--- config.mk ---
export PLATFORM = sky130hd
export DESIGN_NAME = regfile_wb_arbiter
export DESIGN_NICKNAME = d
export VERILOG_FILES = /design/src/rtl/cpu32_pkg.sv /design/src/rtl/rr_arbiter.sv /design/src/rtl/regfile_wb_arbiter.sv
export SDC_FILE = /design/constraint.sdc
export NUM_CORES = 1
export LEC_CHECK = 0
export BUFFER_PORTS_ARGS = -buffer_cell sky130_fd_sc_hd__buf_2
export CORE_ASPECT_RATIO = 1.75
export CORE_MARGIN = 4
export CORE_UTILIZATION = 41
export DETAILED_ROUTE_END_ITERATION = 6
export GPL_TIMING_DRIVEN = 0
export PLACE_DENSITY = 0.77
export SKIP_LAST_GASP = 1
export SYNTH_ARGS = -nofsm -noshare
export SYNTH_HDL_FRONTEND = slang
export SYNTH_SLANG_ARGS = --single-unit
--- constraint.sdc ---
create_clock -name clk -period 2.65 [get_ports clk]
set_input_delay 0.3975 -clock clk [delete_from_list [all_inputs] [get_ports clk]]
set_output_delay 0.3975 -clock clk [all_outputs]
set_load 0.01 [all_outputs]
--- src/rtl/cpu32_pkg.sv ---
// Shared CPU32 constants: register file geometry and the hard-wired zero register.
package cpu32_pkg;
    localparam int REG_ADDR_W = 4;
    localparam int REG_DATA_W = 32;
    localparam int NUM_REGS   = 16;
    localparam logic [REG_ADDR_W-1:0] REG_ZERO = 4'h0;
endpackage

--- src/rtl/rr_arbiter.sv ---
// Combinational round-robin arbiter: scans i_req upward from i_ptr (wrapping)
// and returns the first set bit as a one-hot grant plus its encoded index.
module rr_arbiter #(
    parameter int N     = 3,
    parameter int IDX_W = (N > 1) ? $clog2(N) : 1
) (
    input  logic [N-1:0]     i_req,
    input  logic [IDX_W-1:0] i_ptr,
    output logic [N-1:0]     o_grant,
    output logic [IDX_W-1:0] o_idx
);
    logic w_found;
    int   w_pos;

    // NOTE: every output of a combinational block gets a default up front,
    // otherwise paths that skip an assignment infer a latch.
    always_comb begin
        o_grant = '0;
        o_idx   = '0;
        w_found = 1'b0;
        w_pos   = 0;
        for (int k = 0; k < N; k++) begin
            w_pos = (int'(i_ptr) + k) % N;
            if (!w_found && i_req[w_pos]) begin
                o_grant[w_pos] = 1'b1;
                o_idx          = IDX_W'(w_pos);
                w_found        = 1'b1;
            end
        end
    end
endmodule

--- src/rtl/regfile_wb_arbiter.sv ---
// Round-robin arbitration of writeback sources onto the single register file
// write port, plus the pending-write scoreboard used for RAW stalls at issue.
module regfile_wb_arbiter
    import cpu32_pkg::*;
#(
    parameter int NUM_REQ = 3,
    parameter int DATA_W  = REG_DATA_W,
    parameter int ADDR_W  = REG_ADDR_W
) (
    input  logic                      clk,
    input  logic                      rst_n,
    input  logic [NUM_REQ-1:0]        req_valid,
    input  logic [NUM_REQ*ADDR_W-1:0] req_addr,
    input  logic [NUM_REQ*DATA_W-1:0] req_data,
    output logic [NUM_REQ-1:0]        req_ready,
    input  logic                      rsv_valid,
    input  logic [ADDR_W-1:0]         rsv_addr,
    input  logic                      flush,
    output logic [ADDR_W-1:0]         addr_w,
    output logic [DATA_W-1:0]         data_w,
    output logic                      write_en,
    output logic [NUM_REGS-1:0]       busy
);
    localparam int IDX_W = $clog2(NUM_REQ);

    logic [IDX_W-1:0]    r_ptr;
    logic [ADDR_W-1:0]   r_addr_w;
    logic [DATA_W-1:0]   r_data_w;
    logic                r_write_en;
    logic [NUM_REGS-1:0] r_busy;

    logic [NUM_REQ-1:0]  w_grant;
    logic [IDX_W-1:0]    w_idx;
    logic                w_accept;
    logic [IDX_W-1:0]    w_ptr_next;
    logic [ADDR_W-1:0]   w_win_addr;
    logic [DATA_W-1:0]   w_win_data;
    logic [NUM_REGS-1:0] w_busy_next;

    rr_arbiter #(
        .N     (NUM_REQ),
        .IDX_W (IDX_W)
    ) u_rr_arbiter (
        .i_req   (req_valid),
        .i_ptr   (r_ptr),
        .o_grant (w_grant),
        .o_idx   (w_idx)
    );

    assign req_ready  = w_grant;
    assign w_accept   = |(w_grant & req_valid);
    assign w_win_addr = req_addr[int'(w_idx)*ADDR_W +: ADDR_W];
    assign w_win_data = req_data[int'(w_idx)*DATA_W +: DATA_W];
    assign w_ptr_next = (int'(w_idx) == NUM_REQ - 1) ? '0 : w_idx + 1'b1;

    // NOTE: sequential state uses non-blocking assignments so every register
    // samples the pre-edge values regardless of statement order.
    always_ff @(posedge clk or negedge rst_n) begin
        if (!rst_n) begin
            r_ptr      <= '0;
            r_addr_w   <= '0;
            r_data_w   <= '0;
            r_write_en <= 1'b0;
        end else if (w_accept) begin
            r_ptr      <= w_ptr_next;
            r_addr_w   <= w_win_addr;
            r_data_w   <= w_win_data;
            r_write_en <= (w_win_addr != ADDR_W'(REG_ZERO));
        end else begin
            r_write_en <= 1'b0;
        end
    end

    // Commit clears first, then a same-cycle reservation re-sets the bit.
    always_comb begin
        w_busy_next = r_busy;
        if (r_write_en) w_busy_next[r_addr_w] = 1'b0;
        if (rsv_valid && rsv_addr != ADDR_W'(REG_ZERO)) w_busy_next[rsv_addr] = 1'b1;
        w_busy_next[0] = 1'b0;
    end

    always_ff @(posedge clk or negedge rst_n) begin
        if (!rst_n)     r_busy <= '0;
        else if (flush) r_busy <= '0;
        else            r_busy <= w_busy_next;
    end

    assign addr_w   = r_addr_w;
    assign data_w   = r_data_w;
    assign write_en = r_write_en;
    assign busy     = r_busy;
endmodule
==> out/qor.yml <==
setup_viol: 0
ys_dominant_reg_cell: "sky130_fd_sc_hd__dfrtp_1"
yosysTopAreaCellShare: 0.4138
number_of_detailed_route_iterations_in_the_first_pass: 4
antennaDiodeCount: 0
dieArea_mm2: 0.009513
vdd_ir_drop_max_mv: 0.5033
synth-adder-area-share: 0.01533
avgViaCountPerCell: 5.401
synth_simple_gate_area_share: 0.1280
initial_utilization: 0.4256
relSlewSlack: 0.1986
critPathCaptureType: "flip-flop"
synth_mux_area_frac: 0.2487
vias_in_the_first_global_route: 3480
crit-reg2reg-capture: "data_w[25]"
synth-seq-area-share: 0.4138
ctsHtreeMaxLevel: 2
setup_crit_start: "r_ptr[1]"
clock_sinks: 54
pin_count_of_the_biggest_net_entering_global_routing: 55
worst_setup_hold_path_clk_slew_ns: 0.07
crit-reg2reg-launch: "r_ptr[1]"
min_path_type: "in2reg"
post_synth_edffs: 0
initial_antenna_violation_count: 0
routed-via-count: 3365
netlist_area_mm2: 0.003266
final.min_clock_period_ns: 2.595
detail-route-antenna-nets: 0
worst_path_dominant_cell_family: "compound AO/OA/AOI/OAI gates"
ctsHoldBuffers: 0
worst_skew_pair.late_latency_ns: 0.28
setup_repair_after_global_routing_missed_its_margin: "true"
cts_tree: "built"
busiest_layer: "met2"
place.detailed.instances: 601
synthXorXnorAreaFrac: 0
worst_r2r_path_depth: 11
max_freq_ghz: 0.3853
pin_count: 175
dominant_combinational_cell_family_by_area_after_synthesis: "multiplexers"
core-area_mm2: 0.007672
status: "finished clean"
total_global_routing_track_utilization: 0.2158
gr-usage-met2: 0.3958
maxCapViolations: 0
floorplan.die.height_um: 126.1
layout_worst_path_cycle_share: 0.9793
critical_path.most_common_cell: "sky130_fd_sc_hd__buf_8"
syn-instance-count: 340
ff2ff_setup_slack_ns: 0.05
chipWidth_um: 75.47
finalSetupTns_ns: 0
use_met1: 0.2334
synth_fp_nets: 463
final_net_count: 657
tightest_slew_ns: 1.202
maxSlewViolCount: 0
critical_path_source_type: "flip-flop"
finalHoldViolations: 0
grt-ovfl-total: 0
placement_rows: 42
routability_driven_placement_congestion_ratio: 0.9180
area_delta_synth_final_pct: 43.45
timing.critical_path.to: "data_w[25]"
initialDrtViolationCount: 128
numCtsBuffers: 5
grt_pass1_wl_um: 16010
crit_chain: "ha_4 -> buf_8 -> mux2i_2 -> o22ai_2 -> a211oi_2 -> a21oi_2 -> a221oi_2 -> buf_4 -> buf_8 -> buf_12 -> mux2_2"
port_buffers: 173
crit_fanout: 9
drt-wirelength-per-cell_um: 16.55
post_synth_num_cell_types: 42
cp_slowest_stage_delay_ns: 0.44
yosys_synthesis_warning_count: 0
asyncSetResetFlopFracSynth: 1.000
critical_path_depth: 11
yosys-top-cells-area: "sky130_fd_sc_hd__dfrtp_1 41%, sky130_fd_sc_hd__mux2i_1 13%, sky130_fd_sc_hd__mux2_2 10%, sky130_fd_sc_hd__a21oi_1 7.8%, sky130_fd_sc_hd__nor2_1 4.7%"
synth_area_leader_cell: "sky130_fd_sc_hd__dfrtp_1"
cp_slowest_cell: "sky130_fd_sc_hd__dfrtp_1"
worstSetupPathType: "reg2reg"
ys_seq_elements: 54
synth_compound_area_frac: 0.1479
timing.critical_path.required_ns: 2.82
layout.cells.non_filler: 623
syn_area_per_cell_um2: 9.605
wirelength_um: 10310
finalClockSkew_ns: 0.003638
grtUsageMet3: 0.02711
critical_path_buf_inv_count: 4
place.detailed.hpwl_um: 8110
power.leakage_nw: 2.326
root_buffer: "sky130_fd_sc_hd__clkbuf_16"
drc: 0
cp.arrival_ns: 2.77
clock_path_buffers: 2
power_density_mw_per_mm2: 1232
drive_above_1_share: 0.4897
==> layer usage <==
layer  routed length, µm  up-vias
met5                   0        -
met4                 405        0
met3                 555       29
met2                5736      133
met1                3611     1614
li1                    -     1589
==> registers in the layout, summed over array words and instances, names as in the netlist <==
| register | count |
|---|---|
| addr_w | 4 |
| data_w | 32 |
| r_ptr | 2 |
| busy | 15 |
| write_en | 1 |
==> placed cells by master (no fill, tap or decap), types with 3 or more instances in the layout <==
| cell | n |
|---|---|
| sky130_fd_sc_hd__buf_2 | 175 |
| sky130_fd_sc_hd__mux2_1 | 3 |
| sky130_fd_sc_hd__buf_6 | 4 |
| sky130_fd_sc_hd__clkbuf_2 | 4 |
| sky130_fd_sc_hd__a21o_1 | 3 |
| sky130_fd_sc_hd__nor2b_1 | 4 |
| sky130_fd_sc_hd__inv_1 | 6 |
| sky130_fd_sc_hd__nand3_1 | 9 |
| sky130_fd_sc_hd__nand2b_1 | 3 |
| sky130_fd_sc_hd__and3b_1 | 3 |
| sky130_fd_sc_hd__mux2_2 | 30 |
| sky130_fd_sc_hd__o21ai_0 | 16 |
| sky130_fd_sc_hd__clkbuf_16 | 5 |
| sky130_fd_sc_hd__a21oi_1 | 48 |
| sky130_fd_sc_hd__nand2_1 | 18 |
| sky130_fd_sc_hd__dfrtp_1 | 54 |
| sky130_fd_sc_hd__a21oi_2 | 3 |
| sky130_fd_sc_hd__clkbuf_4 | 3 |
| sky130_fd_sc_hd__mux2i_1 | 42 |
| sky130_fd_sc_hd__clkbuf_1 | 3 |
| sky130_fd_sc_hd__buf_12 | 3 |
| sky130_fd_sc_hd__nor2_1 | 41 |
| sky130_fd_sc_hd__buf_4 | 15 |
==> cell type report <==
cell class / instances / area [µm²]
fill: 690 / 2988
multi-input combinational: 257 / 1853
sequential: 54 / 1351
timing repair buffer: 187 / 996.0
buffer: 21 / 177.7
clock buffer: 6 / 128.9
tap: 88 / 110.1
clock inverter: 2 / 37.54
inverter: 8 / 30.03
==> repair_timing <==
action,in CTS,in global routing
gates resized for setup,22,21
setup endpoints to repair,39,37
pin swaps,4,9
setup buffers,5,9
==> metrics by stage <==
| stage | setup slack (ns) | instance area, µm² | total power [mW] | util | hold WS, ns |
|---|---|---|---|---|---|
| 6_report | 0.05477 | 4684 | 5.770 | 0.6106 | 0.3421 |
| 5_1_grt | -0.04522 | 4684 | 6.164 | 0.6106 | 0.3553 |
| 4_1_cts | 0.006837 | 4534 | 5.502 | 0.5910 | 0.3372 |
| 3_5_place_dp | -0.2927 | 4243 | 4.476 | 0.5530 | 0.4768 |
| 3_3_place_gp | -0.2114 | 4243 | 4.380 | 0.5530 | 0.4715 |
| 2_1_floorplan | 0.04150 | 3267 | 3.519 | - | 0.1019 |
==> worst min path at each step <==
stage / end / from / cells past startpoint
after detailed placement: data_w[17] / data_w[17] / 1
after CTS: busy[15] / flush / 2
after global routing: busy[15] / flush / 2
after floorplan: addr_w[0] / rst_n / 0
final: busy[2] / flush / 2
after global placement: data_w[18] / data_w[18] / 1
==> worst reg2reg max path: cells and delay by family (launching register included) <==
family / cells / cell delay [ns]
buffers and inverters: 4 / 0.52
muxes: 2 / 0.55
adders and majority gates: 1 / 0.29
DFF: 1 / 0.44
AOI/OAI and AO/OA: 4 / 0.68
==> cells in the mapped netlist, drive strengths merged (3+ instances only) <==
cell type / count
nand2: 18
nor2b: 4
nand2b: 3
inv: 8
nor2: 41
mux2: 33
a21oi: 51
mux2i: 44
dfrtp: 54
a21o: 3
nand3: 9
and3b: 3
ha: 4
buf: 13
clkbuf: 8
o21ai: 18
==> where the power goes <==
part | internal [mW] | total (mW) | switching, mW
sequential | 1.16 | 1.33 | 0.171
combinational | 1.92 | 3.70 | 1.78
clock | 0.447 | 0.736 | 0.289
total | 3.53 | 5.77 | 2.24
==> cells by family after synthesis <==
family	Yosys count
muxes	77
AOI/OAI and AO/OA	86
buffers and inverters	29
adders and majority gates	4
DFF	54
and+or+nand+nor	89
other	1
Power figures use the tool's default switching activity.
